--- src/rtl/alu_seq.sv ---
// Datapath ALU with bus-loaded A/B operands, registered result and {Z,N,C,V} flags.
// Latency: single-cycle ops commit at the en_r edge; MUL commits WIDTH edges after start, shifts max(n,1).
// Backpressure: busy is high while an iterative op runs; en_r during busy is dropped, done pulses on commit.
module alu_seq #(
  parameter int WIDTH = 8,
  localparam int CW = $clog2(WIDTH)
) (
  input  logic             clk,
  input  logic             sync_reset_n,
  input  logic [WIDTH-1:0] bus,
  input  logic             en_a,
  input  logic             en_b,
  input  logic             en_r,
  input  logic [3:0]       func_sel,
  output logic [WIDTH-1:0] result,
  output logic [3:0]       flags,
  output logic             busy,
  output logic             done
);

  localparam logic [3:0] OP_ZERO  = 4'b0000;
  localparam logic [3:0] OP_ADD   = 4'b0001;
  localparam logic [3:0] OP_SUB   = 4'b0010;
  localparam logic [3:0] OP_XOR   = 4'b0011;
  localparam logic [3:0] OP_AND   = 4'b0100;
  localparam logic [3:0] OP_OR    = 4'b0101;
  localparam logic [3:0] OP_PASSA = 4'b0110;
  localparam logic [3:0] OP_NOTA  = 4'b0111;
  localparam logic [3:0] OP_ADC   = 4'b1000;
  localparam logic [3:0] OP_SBB   = 4'b1001;
  localparam logic [3:0] OP_SHL   = 4'b1010;
  localparam logic [3:0] OP_SHR   = 4'b1011;
  localparam logic [3:0] OP_MUL   = 4'b1100;
  localparam logic [3:0] OP_CMP   = 4'b1101;

  typedef enum logic {S_IDLE, S_RUN} state_t;

  state_t             r_state, w_state_nxt;
  logic [WIDTH-1:0]   r_a, r_b, r_result;
  logic [3:0]         r_flags;
  logic               r_done;

  // Working copies latched at start so operand reloads during RUN are harmless
  logic [3:0]         r_op;
  logic [WIDTH-1:0]   r_wa;
  logic [2*WIDTH-1:0] r_prod;      // {partial high half, remaining multiplier bits}
  logic [WIDTH-1:0]   r_sh;
  logic               r_shn;       // shift count was nonzero
  logic [CW-1:0]      r_cnt;       // iterations left after the current one

  logic               w_is_multi, w_start, w_single, w_last;
  logic [CW-1:0]      w_cnt_load;

  logic               w_ci;
  logic [WIDTH:0]     w_add_u, w_sub_u;
  logic [WIDTH-1:0]   w_val;
  logic               w_c, w_v, w_wr_res;

  logic [WIDTH:0]     w_mac;
  logic [2*WIDTH-1:0] w_prod_nxt;
  logic [WIDTH-1:0]   w_sh_nxt;
  logic               w_sh_out;
  logic [WIDTH-1:0]   w_mv;
  logic               w_mc;

  assign result = r_result;
  assign flags  = r_flags;
  assign busy   = (r_state == S_RUN);
  assign done   = r_done;

  assign w_is_multi = (func_sel == OP_SHL) || (func_sel == OP_SHR) || (func_sel == OP_MUL);
  assign w_start    = (r_state == S_IDLE) && en_r && w_is_multi;
  assign w_single   = (r_state == S_IDLE) && en_r && !w_is_multi;
  assign w_last     = (r_state == S_RUN) && (r_cnt == '0);
  assign w_cnt_load = (func_sel == OP_MUL)       ? CW'(WIDTH-1) :
                      (r_b[CW-1:0] == '0)        ? '0 :
                                                   (r_b[CW-1:0] - CW'(1));

  // FSM state register
  always_ff @(posedge clk) begin
    if (!sync_reset_n) r_state <= S_IDLE;
    else               r_state <= w_state_nxt;
  end

  // FSM next state: IDLE->RUN on an iterative start, RUN->IDLE on the final iteration
  always_comb begin
    w_state_nxt = r_state;
    case (r_state)
      S_IDLE:  if (w_start) w_state_nxt = S_RUN;
      S_RUN:   if (w_last)  w_state_nxt = S_IDLE;
      default: w_state_nxt = S_IDLE;
    endcase
  end

  // Single-cycle ALU: value, carry/borrow and signed overflow from the current A/B
  always_comb begin
    w_ci     = ((func_sel == OP_ADC) || (func_sel == OP_SBB)) ? r_flags[1] : 1'b0;
    w_add_u  = {1'b0, r_a} + {1'b0, r_b} + {{WIDTH{1'b0}}, w_ci};
    w_sub_u  = {1'b0, r_a} - {1'b0, r_b} - {{WIDTH{1'b0}}, w_ci};
    w_val    = '0;
    w_c      = 1'b0;
    w_v      = 1'b0;
    w_wr_res = 1'b1;
    case (func_sel)
      OP_ADD, OP_ADC: begin
        w_val = w_add_u[WIDTH-1:0];
        w_c   = w_add_u[WIDTH];
        w_v   = (r_a[WIDTH-1] == r_b[WIDTH-1]) && (w_val[WIDTH-1] != r_a[WIDTH-1]);
      end
      OP_SUB, OP_SBB, OP_CMP: begin
        w_val    = w_sub_u[WIDTH-1:0];
        w_c      = w_sub_u[WIDTH];
        w_v      = (r_a[WIDTH-1] != r_b[WIDTH-1]) && (w_val[WIDTH-1] != r_a[WIDTH-1]);
        w_wr_res = (func_sel != OP_CMP);
      end
      OP_XOR:   w_val = r_a ^ r_b;
      OP_AND:   w_val = r_a & r_b;
      OP_OR:    w_val = r_a | r_b;
      OP_PASSA: w_val = r_a;
      OP_NOTA:  w_val = ~r_a;
      default:  w_val = '0;
    endcase
  end

  // One iteration of shift-and-add multiply or single-bit shift, plus the commit value
  always_comb begin
    w_mac      = {1'b0, r_prod[2*WIDTH-1:WIDTH]} + (r_prod[0] ? {1'b0, r_wa} : '0);
    w_prod_nxt = {w_mac, r_prod[WIDTH-1:1]};
    w_sh_nxt   = r_sh;
    w_sh_out   = 1'b0;
    if (r_shn) begin
      if (r_op == OP_SHL) begin
        w_sh_nxt = {r_sh[WIDTH-2:0], 1'b0};
        w_sh_out = r_sh[WIDTH-1];
      end else begin
        w_sh_nxt = {1'b0, r_sh[WIDTH-1:1]};
        w_sh_out = r_sh[0];
      end
    end
    if (r_op == OP_MUL) begin
      w_mv = w_prod_nxt[WIDTH-1:0];
      w_mc = |w_prod_nxt[2*WIDTH-1:WIDTH];
    end else begin
      w_mv = w_sh_nxt;
      w_mc = w_sh_out;
    end
  end

  // Operand loads, single-cycle commits, iterative working state and final commit
  always_ff @(posedge clk) begin
    if (!sync_reset_n) begin
      r_a      <= '0;
      r_b      <= '0;
      r_result <= '0;
      r_flags  <= '0;
      r_done   <= 1'b0;
      r_op     <= OP_ZERO;
      r_wa     <= '0;
      r_prod   <= '0;
      r_sh     <= '0;
      r_shn    <= 1'b0;
      r_cnt    <= '0;
    end else begin
      if (en_a) r_a <= bus;
      if (en_b) r_b <= bus;
      r_done <= w_last;
      if (w_single) begin
        if (w_wr_res) r_result <= w_val;
        r_flags <= {(w_val == '0), w_val[WIDTH-1], w_c, w_v};
      end
      if (w_start) begin
        r_op   <= func_sel;
        r_wa   <= r_a;
        r_prod <= {{WIDTH{1'b0}}, r_b};
        r_sh   <= r_a;
        r_shn  <= |r_b[CW-1:0];
        r_cnt  <= w_cnt_load;
      end
      if (r_state == S_RUN) begin
        r_prod <= w_prod_nxt;
        r_sh   <= w_sh_nxt;
        r_cnt  <= r_cnt - CW'(1);
        if (w_last) begin
          r_result <= w_mv;
          r_flags  <= {(w_mv == '0), w_mv[WIDTH-1], w_mc, 1'b0};
        end
      end
    end
  end

endmodule

--- config.mk ---
export PLATFORM = sky130hd
export DESIGN_NAME = alu_seq
export DESIGN_NICKNAME = d
export VERILOG_FILES = /design/src/rtl/alu_seq.sv
export SDC_FILE = /design/constraint.sdc
export NUM_CORES = 1
export LEC_CHECK = 0
export ABC_AREA = 1
export CAP_MARGIN = 20
export CORE_ASPECT_RATIO = 0.8
export CORE_UTILIZATION = 51
export CTS_CLUSTER_SIZE = 14
export DETAILED_ROUTE_END_ITERATION = 8
export GPL_ROUTABILITY_DRIVEN = 0
export PLACE_DENSITY = 0.75
export SLEW_MARGIN = 20
export SYNTH_ARGS = -nofsm -noshare
export SYNTH_HDL_FRONTEND = slang
export SYNTH_SLANG_ARGS = --single-unit
--- constraint.sdc ---
create_clock -name clk -period 4.9 [get_ports clk]
set_input_delay 0.49 -clock clk [delete_from_list [all_inputs] [get_ports clk]]
set_output_delay 0.49 -clock clk [all_outputs]
set_load 0.1 [all_outputs]
=== After elaboration in Yosys (flattened, before gate mapping) ===
Cells that the tools add are included.

* Register bits: 70
* Latch bits: 0
* Memory bits (writable): 0
* Bits in read-only memories: 0
* Bits of input ports: 17
* Output and inout port bits: 14
* Logic and storage cells: 93
* Memories kept: 0

* $add $sub $neg: 7
* $mul: 0
* Div/mod/pow operators: 0
* Order comparisons: 0
* Eq/ne operators: 20
* Shift-type cells: 0
* Multiplexer cells: 30
* Bitwise gates (word level): 5
* Reductions and logical operators: 19

{| class="wikitable"
|+ Operators with widths
! operator !! count
|-
| $mux 8 || 10
|-
| $pmux 8 s7 || 1
|-
| $eq 4x4->1 const B || 8
|-
| $mux 16 || 2
|-
| $add 8x8->9 || 2
|-
| $eq 4x3->1 const B || 4
|-
| $logic_not 8->1 || 2
|-
| $mux 3 || 4
|-
| $mux 4 || 3
|-
| $add 9x1->9 || 1
|-
| $sub 8x8->9 || 1
|-
| $sub 9x1->9 || 1
|-
| $and 8x8->8 || 1
|-
| $eq 4x2->1 const B || 2
|-
| $not 8->8 || 1
|-
| $or 8x8->8 || 1
|-
| $reduce_or 8->1 || 1
|-
| $xor 8x8->8 || 1
|-
| $mux 1 || 7
|-
| $logic_and 1x1->1 || 6
|-
| $logic_not 3->1 || 2
|-
| $pmux 1 s2 || 3
|-
| $reduce_or 3->1 || 2
|-
| $sub 3x1->3 const B || 2
|-
| 9 further kinds || 13
|}

=== Longest topological paths before layout ===
Gate-level depths: netlist (run 1).

* Word-level depth: 10
* Gate-level depth with buffers: 19
* Gate-level depth less buffers: 19

=== Least setup slack after synthesis (run 1) ===
Ideal clock, no wire load.

* Path type: register to register
* Start: reg r_flags[1] (netlist: flags[1])
* End: reg r_flags[3] (netlist: flags[3])
* Setup time: 0.070 ns
* Data arrival time: 2.729 ns
* Data required time: 4.830 ns
* Slack: 2.101 ns
* Stages on the path, launching flop included: 18
* Buffers on the path: 0
* Period minus slack after synthesis: 2.799 ns
* Cells stage by stage: dfxtp_1 > nand3_1 > inv_1 > fa_1 > inv_1 > ha_1 > inv_1 > nand2_1 > nand2_1 > nand2_1 > nand3_1 > nand2_1 > nand2_1 > nand3_1 > nand3_1 > nor2_1 > nand2_1 > a21oi_1

* Word-level cells in the longest chain between the ends: 7
* Elaborated cells on any way between the ends: 8
* Classes of those cells: add/sub: 2; mux: 5; reduce/logical: 1

{| class="wikitable"
|+ RTL lines
! item !! RTL line !! source
|-
| start, declared || 40 || <nowiki>logic [3:0] r_flags;</nowiki>
|-
| start signal, assigned || 169 || <nowiki>r_flags <= {(w_val == '0), w_val[WIDTH-1], w_c, w_v};</nowiki>
|-
| start signal, assigned || 185 || <nowiki>r_flags <= {(w_mv == '0), w_mv[WIDTH-1], w_mc, 1'b0};</nowiki>
|-
| $mux 1 (*) || 97 || <nowiki>w_ci = ((func_sel == OP_ADC) || (func_sel == OP_SBB)) ? r_flags[1] : 1'b0;</nowiki>
|-
| $sub 9x1->9 or $add 9x1->9 (tied branches) || 99, 98 ||
|-
| $pmux 8 s7 (*) || 104 || <nowiki>case (func_sel)</nowiki>
|-
| $logic_not 8->1 (*) || 169 ||
|-
| $mux 4 (*) || 167 || <nowiki>if (w_single) begin</nowiki>
|-
| $mux 4 || 183 || <nowiki>if (w_last) begin</nowiki>
|-
| $mux 4 (*) || 179 || <nowiki>if (r_state == S_RUN) begin</nowiki>
|}

Mark *: on every way between the ends. The rest lies on a longest branch, timed or not.
A chain may end at the register's enable or synchronous reset.

=== Final worst setup path (run 1) ===
* Start: reg r_state (netlist: busy)
* End: out busy

{| class="wikitable"
|+ RTL lines
! item !! RTL line !! source
|-
| start, declared || 38 || <nowiki>state_t r_state, w_state_nxt;</nowiki>
|-
| start signal, assigned || 82 || <nowiki>else r_state <= w_state_nxt;</nowiki>
|-
| end, declared || 17 || <nowiki>output logic busy,</nowiki>
|}

No word-level cell between the ends.

==> results of run 1 <==
-- worst max-delay path by stage --
stage                      startpoint  endpoint
after floorplan              flags[1]  flags[3]
after global placement    func_sel[3]  flags[3]
after detailed placement  func_sel[3]  flags[3]
after CTS                        busy      busy
after global routing      func_sel[3]  flags[3]
final                            busy      busy
-- layout make-up --
cell class / count / area [um^2]
Inverter: 100 / 375.4
Fill cell: 874 / 3613
Multi-Input combinational cell: 599 / 3157
Clock buffer: 13 / 260.3
Timing Repair Buffer: 32 / 315.3
Sequential cell: 70 / 1401
Tap cell: 115 / 143.9
Clock inverter: 3 / 42.54
-- power groups by stage --
stage / combinational, mW / clock (mW) / sequential, mW
after floorplan: 0.244 / 0 / 0.711
after global placement: 0.419 / 0 / 0.641
after detailed placement: 0.430 / 0 / 0.643
after CTS: 0.432 / 0.669 / 0.631
after global routing: 0.485 / 0.699 / 0.636
final: 0.441 / 0.665 / 0.633
-- cells by family (layout without fill, tap and decap cells) --
| family | count (synthesis) | after routing |
|---|---|---|
| and+or+nand+nor | 397 | 397 |
| AOI/OAI and AO/OA | 149 | 149 |
| buffers and inverters | 120 | 148 |
| DFF | 70 | 70 |
| adders and majority gates | 47 | 47 |
| xor gates and xnor gates | 6 | 6 |
-- registers in the layout, summed over array words and instances (netlist names), 3 cells and up --
register and flops:
r_prod 16, r_a 8, r_b 8, r_sh 8, r_wa 8, result 8, flags 4, r_op 4
r_cnt 3
-- routing by layer --
layer	track usage (%)	up-vias	part of all wire [%]
li1	-	2628	-
met1	44.38	2450	46
met2	42.03	324	39
met3	8.658	32	13
met4	8.882	0	1.8
met5	0	-	0
-- cell usage in the layout, fill, tap and decap left out, drive strengths merged --
cell and n:
nand3b 3, clkinvlp 1, nor3 3, xnor2 4, fa 5, buf 2
a21oi 66, ha 42, xor2 2, a21o 2, clkinv 1, or2 9
dfxtp 70, a22oi 2, bufinv 1, o21a 2, a221oi 1, a211oi 4
nor2 68, o211ai 7, nand4 12, a21boi 1, nand2 233, o22ai 3
clkdlybuf4s50 30, a31oi 15, nand3 69, clkbuf 13, inv 100, o21ai 46
-- through the flow --
step           util, %  std cells  instance area, um^2  power (mW)
5_1_grt          61.18        932                 5695       1.820
6_report         61.18        932                 5695       1.739
4_1_cts          61.18        932                 5695       1.732
2_1_floorplan        -        789                 5017      0.9553
3_3_place_gp     57.93        916                 5393       1.061
3_5_place_dp     57.93        916                 5393       1.073
==> run metrics, run 1 <==
result of the run finished, final reports clean; yosys warns 0; clock insertion delay at the later pin of the skew report between 300 and 400 ps; antenna violation net count after detailed routing 0; largest cells by area after synthesis sky130_fd_sc_hd__dfxtp_1 (28%), sky130_fd_sc_hd__nand2_1 (17%), sky130_fd_sc_hd__ha_1 (10%), sky130_fd_sc_hd__inv_1 (6.9%), sky130_fd_sc_hd__nand3_1 (6.9%); number of logic stages on the critical path including buffering 1; TritonCTS Buffers 9; clock slew at the register clock pins of the worst setup and hold paths around 60 ps; Slew headroom between 20% and 30%; largest area contributor in the netlist sky130_fd_sc_hd__dfxtp_1; cell-internal power 1.154 mW; FP Rows 31; CTS Sinks 70; Min Hold Slack between 400 and 500 ps; hold-fix buffers at CTS 0; part of the total power dissipated in combinational logic about a quarter; endpoint of the worst hold-timing path r_wa[5]; final net count 876; final count of hold timing violations 0; largest net degree at the start of global routing 37; kind of path behind the tightest hold check reg2reg; fraction of synthesized area in multiplexers 0%; most frequent cells after synthesis sky130_fd_sc_hd__nand2_1 (231), sky130_fd_sc_hd__inv_1 (92), sky130_fd_sc_hd__dfxtp_1 (70); main combinational cell family by area after synthesis simple AND/OR/NAND/NOR gates; initial antenna violation count 0; sequential cell fraction of total power between 30% and 40%; count of final setup violators 0; deepest level of the CTS H-tree 3; critical-path maximum fanout 27; reg-to-reg endpoint r_sh[1]; clock network fraction of total power 38.2%; max-cap viol count 0; clock root buffer sky130_fd_sc_hd__clkbuf_16; vias in the first global route 4802; critical path cell sequence clkdlybuf4s50_1; largest stage delay on the critical path 1300 ps; average via count per standard cell 5.830; critical path launch point type flip-flop; sequential cell area fraction in the yosys report roughly 28%; Leak roughly 2.7 nW; Post-Syn Area between 5000 and 6000 um^2; number of buffer and inverter stages on the critical path 1; start point of the worst hold path r_wa[5]; critical path class reg2out; Worst setup EP type primary output; number of flops mapped to enable cells by yosys 0; overall routed net length about 15000 um; setup TNS 0 ps; antenna diode count 0; final critical delay including setup and external delays about 3200 ps; DRC violation count after routing 0; placed wire-length estimate ~11000 um; power per unit of standard cell area approximately 310 nW/um^2; area share of xor/xnor cells in the synthesized design around 1.0%; count of state elements after synthesis 70; signal arrival time at the worst endpoint ~2700 ps; TritonCTS clock tree yes; most frequent cell after synthesis sky130_fd_sc_hd__nand2_1; net count after synthesis about 850; fraction of synthesized cell area taken by the top area cell type 27.93%; flop-to-flop setup slack around 2100 ps; worst clock skew around 11 ps; Yosys cell types 33; Sw Ratio around 34%; worst setup slack before clock tree synthesis between 1500 and 2000 ps; initial drt markers 711; synthesized-area fraction occupied by and/or/nand/nor cells between 30% and 40%; Area Overhead vs Synth 13.52%; final global-route overflow total 0; Die Ht ~91 um; most frequently used flop master after synthesis sky130_fd_sc_hd__dfxtp_1; post-synthesis cell count 789; number of instances on the worst hold path 2; effective utilization at floorplan between 50% and 60%; Post-Synth Adder-Cell Area between 10% and 20%; final setup margin between 1500 and 2000 ps; number of top-level pins 31; timing-limited maximum frequency between 300 and 400 MHz; post-detailed-route wirelength per cell ~16 um; part of the cycle the worst path needs 64.29%; deepest clock path buffer count 2; Switching Power approximately 0.59 mW; share of flip-flops with an asynchronous set or reset after synthesis 0%; buffers inserted by post-CTS timing repair 0; R2R depth 6; Die X 112.9 um; Resized Gates After CTS 0; worst vdd rail ir drop slightly below 200 uV; slowest stage cell on the critical path sky130_fd_sc_hd__clkdlybuf4s50_1; router iterations before antenna repair 6; final max-slew violation count 0; cell family with most CP delay buffers and inverters; via count of the routed design approximately 5400; overall die area a little over 10000 um^2; mean area per synthesized cell 6.359 um^2; synthesized-area fraction occupied by ao, oa, aoi and oai cells between 15 and 20%; RSZ-0062 raised after global routing no; startpoint of the most critical register-to-register path busy; global-route wire length before repair about 24000 um; Least-Margin Pin Slew ~1100 ps; overall track demand over capacity in global routing 30.17%; share of layout cells above drive strength 1 under 10%; # port buffers 30; required time reported for the critical path endpoint 4410 ps; Core ar. approximately 9300 um^2
No activity file was read; power rests on OpenSTA's default activity.
==> inputs of run 2 (changes only) <==
Clock period 4.9 ns to 3.3 ns, I/O delays scaled along.
==> run metrics, run 2 (synthesized netlist as in run 1, its figures left out) <==
placed wire-length estimate 11450 um (-0.20%); share of layout cells above drive strength 1 5.244% (+0.59 points); leading cell type in the layout, fill and taps excluded sky130_fd_sc_hd__nand2_1; result of the run finished, final reports clean; max-cap viol count 0 (unchanged); worst clock skew 7.378 ps (-3.173 ps); vias in the first global route 4690 (-2.3%); critical-path maximum fanout 5 (-81%); TritonCTS clock tree yes; deepest clock path buffer count 2 (unchanged); hold-fix buffers at CTS 0 (unchanged); Min Hold Slack 464.0 ps (-1.890 ps); Leak 2.735 nW (+0.95%); register bank with the most flops r_prod; number of top-level pins 31 (unchanged); clock insertion delay at the later pin of the skew report 340 ps (about the same); router iterations before antenna repair 8 (+2); slowest stage cell on the critical path sky130_fd_sc_hd__clkdlybuf4s50_1; post-detailed-route wirelength per cell 15.83 um (-1.1%); overall routed net length 14800 um (-0.79%); most frequent CP cell sky130_fd_sc_hd__nand3_1; kind of path behind the tightest hold check reg2reg; final max-slew violation count 0 (unchanged); DRC violation count after routing 0 (unchanged); Die X 112.9 um (unchanged); FP Rows 31 (unchanged); worst setup slack before clock tree synthesis 276.8 ps (-1313 ps); antenna diode count 0 (unchanged); antenna violation net count after detailed routing 0 (unchanged); final critical delay including setup and external delays ~2800 ps; CTS Sinks 70 (unchanged); final setup margin 529.6 ps (-1220 ps); final net count 879 (+0.34%); setup TNS 0 ps (unchanged); number of flip-flops in the largest register 16 (unchanged); required time reported for the critical path endpoint 3560 ps (-850 ps); initial antenna violation count 0 (unchanged); timing-limited maximum frequency about 360 MHz; highest-count cells in the layout ignoring fill and taps sky130_fd_sc_hd__nand2_1 (231), sky130_fd_sc_hd__inv_1 (92), sky130_fd_sc_hd__dfxtp_1 (70), sky130_fd_sc_hd__nand3_1 (69), sky130_fd_sc_hd__a21oi_1 (66); power per unit of standard cell area 456.2 nW/um^2 (+49%); startpoint of the most critical register-to-register path r_b[0]; RSZ-0062 raised after global routing no; initial drt markers 707 (-0.56%); effective utilization at floorplan 53.90% (unchanged); FF/Latch Area 1401 um^2 (unchanged); worst vdd rail ir drop 270.0 uV (+39%); signal arrival time at the worst endpoint 3030 ps (+370 ps); # port buffers 30 (unchanged); final global-route overflow total 0 (unchanged); global-route wire length before repair 23580 um (-2.8%); Fillers 889 (+1.7%); final count of hold timing violations 0 (unchanged); via count of the routed design 5384 (-0.92%); overall track demand over capacity in global routing 29.49% (-0.68 points); TritonCTS Buffers 9 (unchanged); overall die area 10240 um^2 (unchanged); critical path cell sequence clkdlybuf4s50_1, nor2_2, nand3_1, fa_1, fa_1, nand2_1, inv_1, o21ai_0, nand3_1, nor2_1, nand3_1, nor2_1, nand2_1, a21oi_1; start point of the worst hold path r_wa[3]; largest net degree at the start of global routing 28 (-24%); clock slew at the register clock pins of the worst setup and hold paths 50 ps (about the same); Core ar. 9309 um^2 (unchanged); critical path class in2reg; Slew headroom 35.09% (+6.3 points); Least-Margin Pin Slew 970.6 ps (-96.33 ps); Worst setup EP type flip-flop; average via count per standard cell 5.758 (-1.2%); count of final setup violators 0 (unchanged); deepest level of the CTS H-tree 3 (unchanged); largest stage delay on the critical path 490 ps (-810 ps); Resized Gates After CTS 0 (unchanged); part of the cycle the worst path needs 83.95%; clock root buffer sky130_fd_sc_hd__clkbuf_16; total area of multi-input combinational cells 3157 um^2 (unchanged); buffers inserted by post-CTS timing repair 0 (unchanged); critical path launch point type input port; Die Ht 90.72 um (unchanged); Area Overhead vs Synth 14.29%; launch point of the critical path func_sel[2]
==> run 2: critical path: cells and delay by family <==
kind | cells | cell delay (ps)
simple gates | 8 | 970
buf+inv | 2 | 530
fa+ha+maj | 2 | 930
compound gates | 2 | 270
==> run 2: metrics by stage <==
| step | utilization [%] | instances | instance area, um^2 | power [mW] |
|---|---|---|---|---|
| after floorplan | - | 789 | 5017 | 1.418 |
| after global placement | 58.15 | 919 | 5413 | 1.577 |
| after detailed placement | 58.15 | 919 | 5413 | 1.594 |
| after CTS | 61.60 | 935 | 5734 | 2.619 |
| after global routing | 61.60 | 935 | 5734 | 2.732 |
| final | 61.60 | 935 | 5734 | 2.616 |
==> run 2: routing by layer <==
layer / share of wire (%) / up-vias / global-route usage, %
li1: - / 2633 / -
met1: 46 / 2432 / 43.18
met2: 40 / 294 / 41.51
met3: 12 / 25 / 9.329
met4: 1.2 / 0 / 6.798
met5: 0 / - / 0
==> run 2: final timing paths <==
check	endpoint	slack (ps)	cells after the start
worst max-delay path	flags[3]	530	14
worst min-delay path	r_wa[3]	460	2
worst max register to register	flags[3]	680	12
worst min register to register	r_wa[3]	460	2
==> run 2: layout make-up <==
class | count | share of cell area, %
Sequential cell | 70 | 24.44
Clock inverter | 2 | 0.6546
Timing Repair Buffer | 35 | 5.848
Multi-Input combinational cell | 599 | 55.05
Inverter | 100 | 6.546
Tap cell | 115 | 2.509
Clock buffer | 14 | 4.953
==> run 2: report_power, final <==
part	internal, mW	switching (mW)	total [mW]
sequential	0.889	0.0437	0.933
clock	0.668	0.354	1.02
combinational	0.200	0.461	0.662
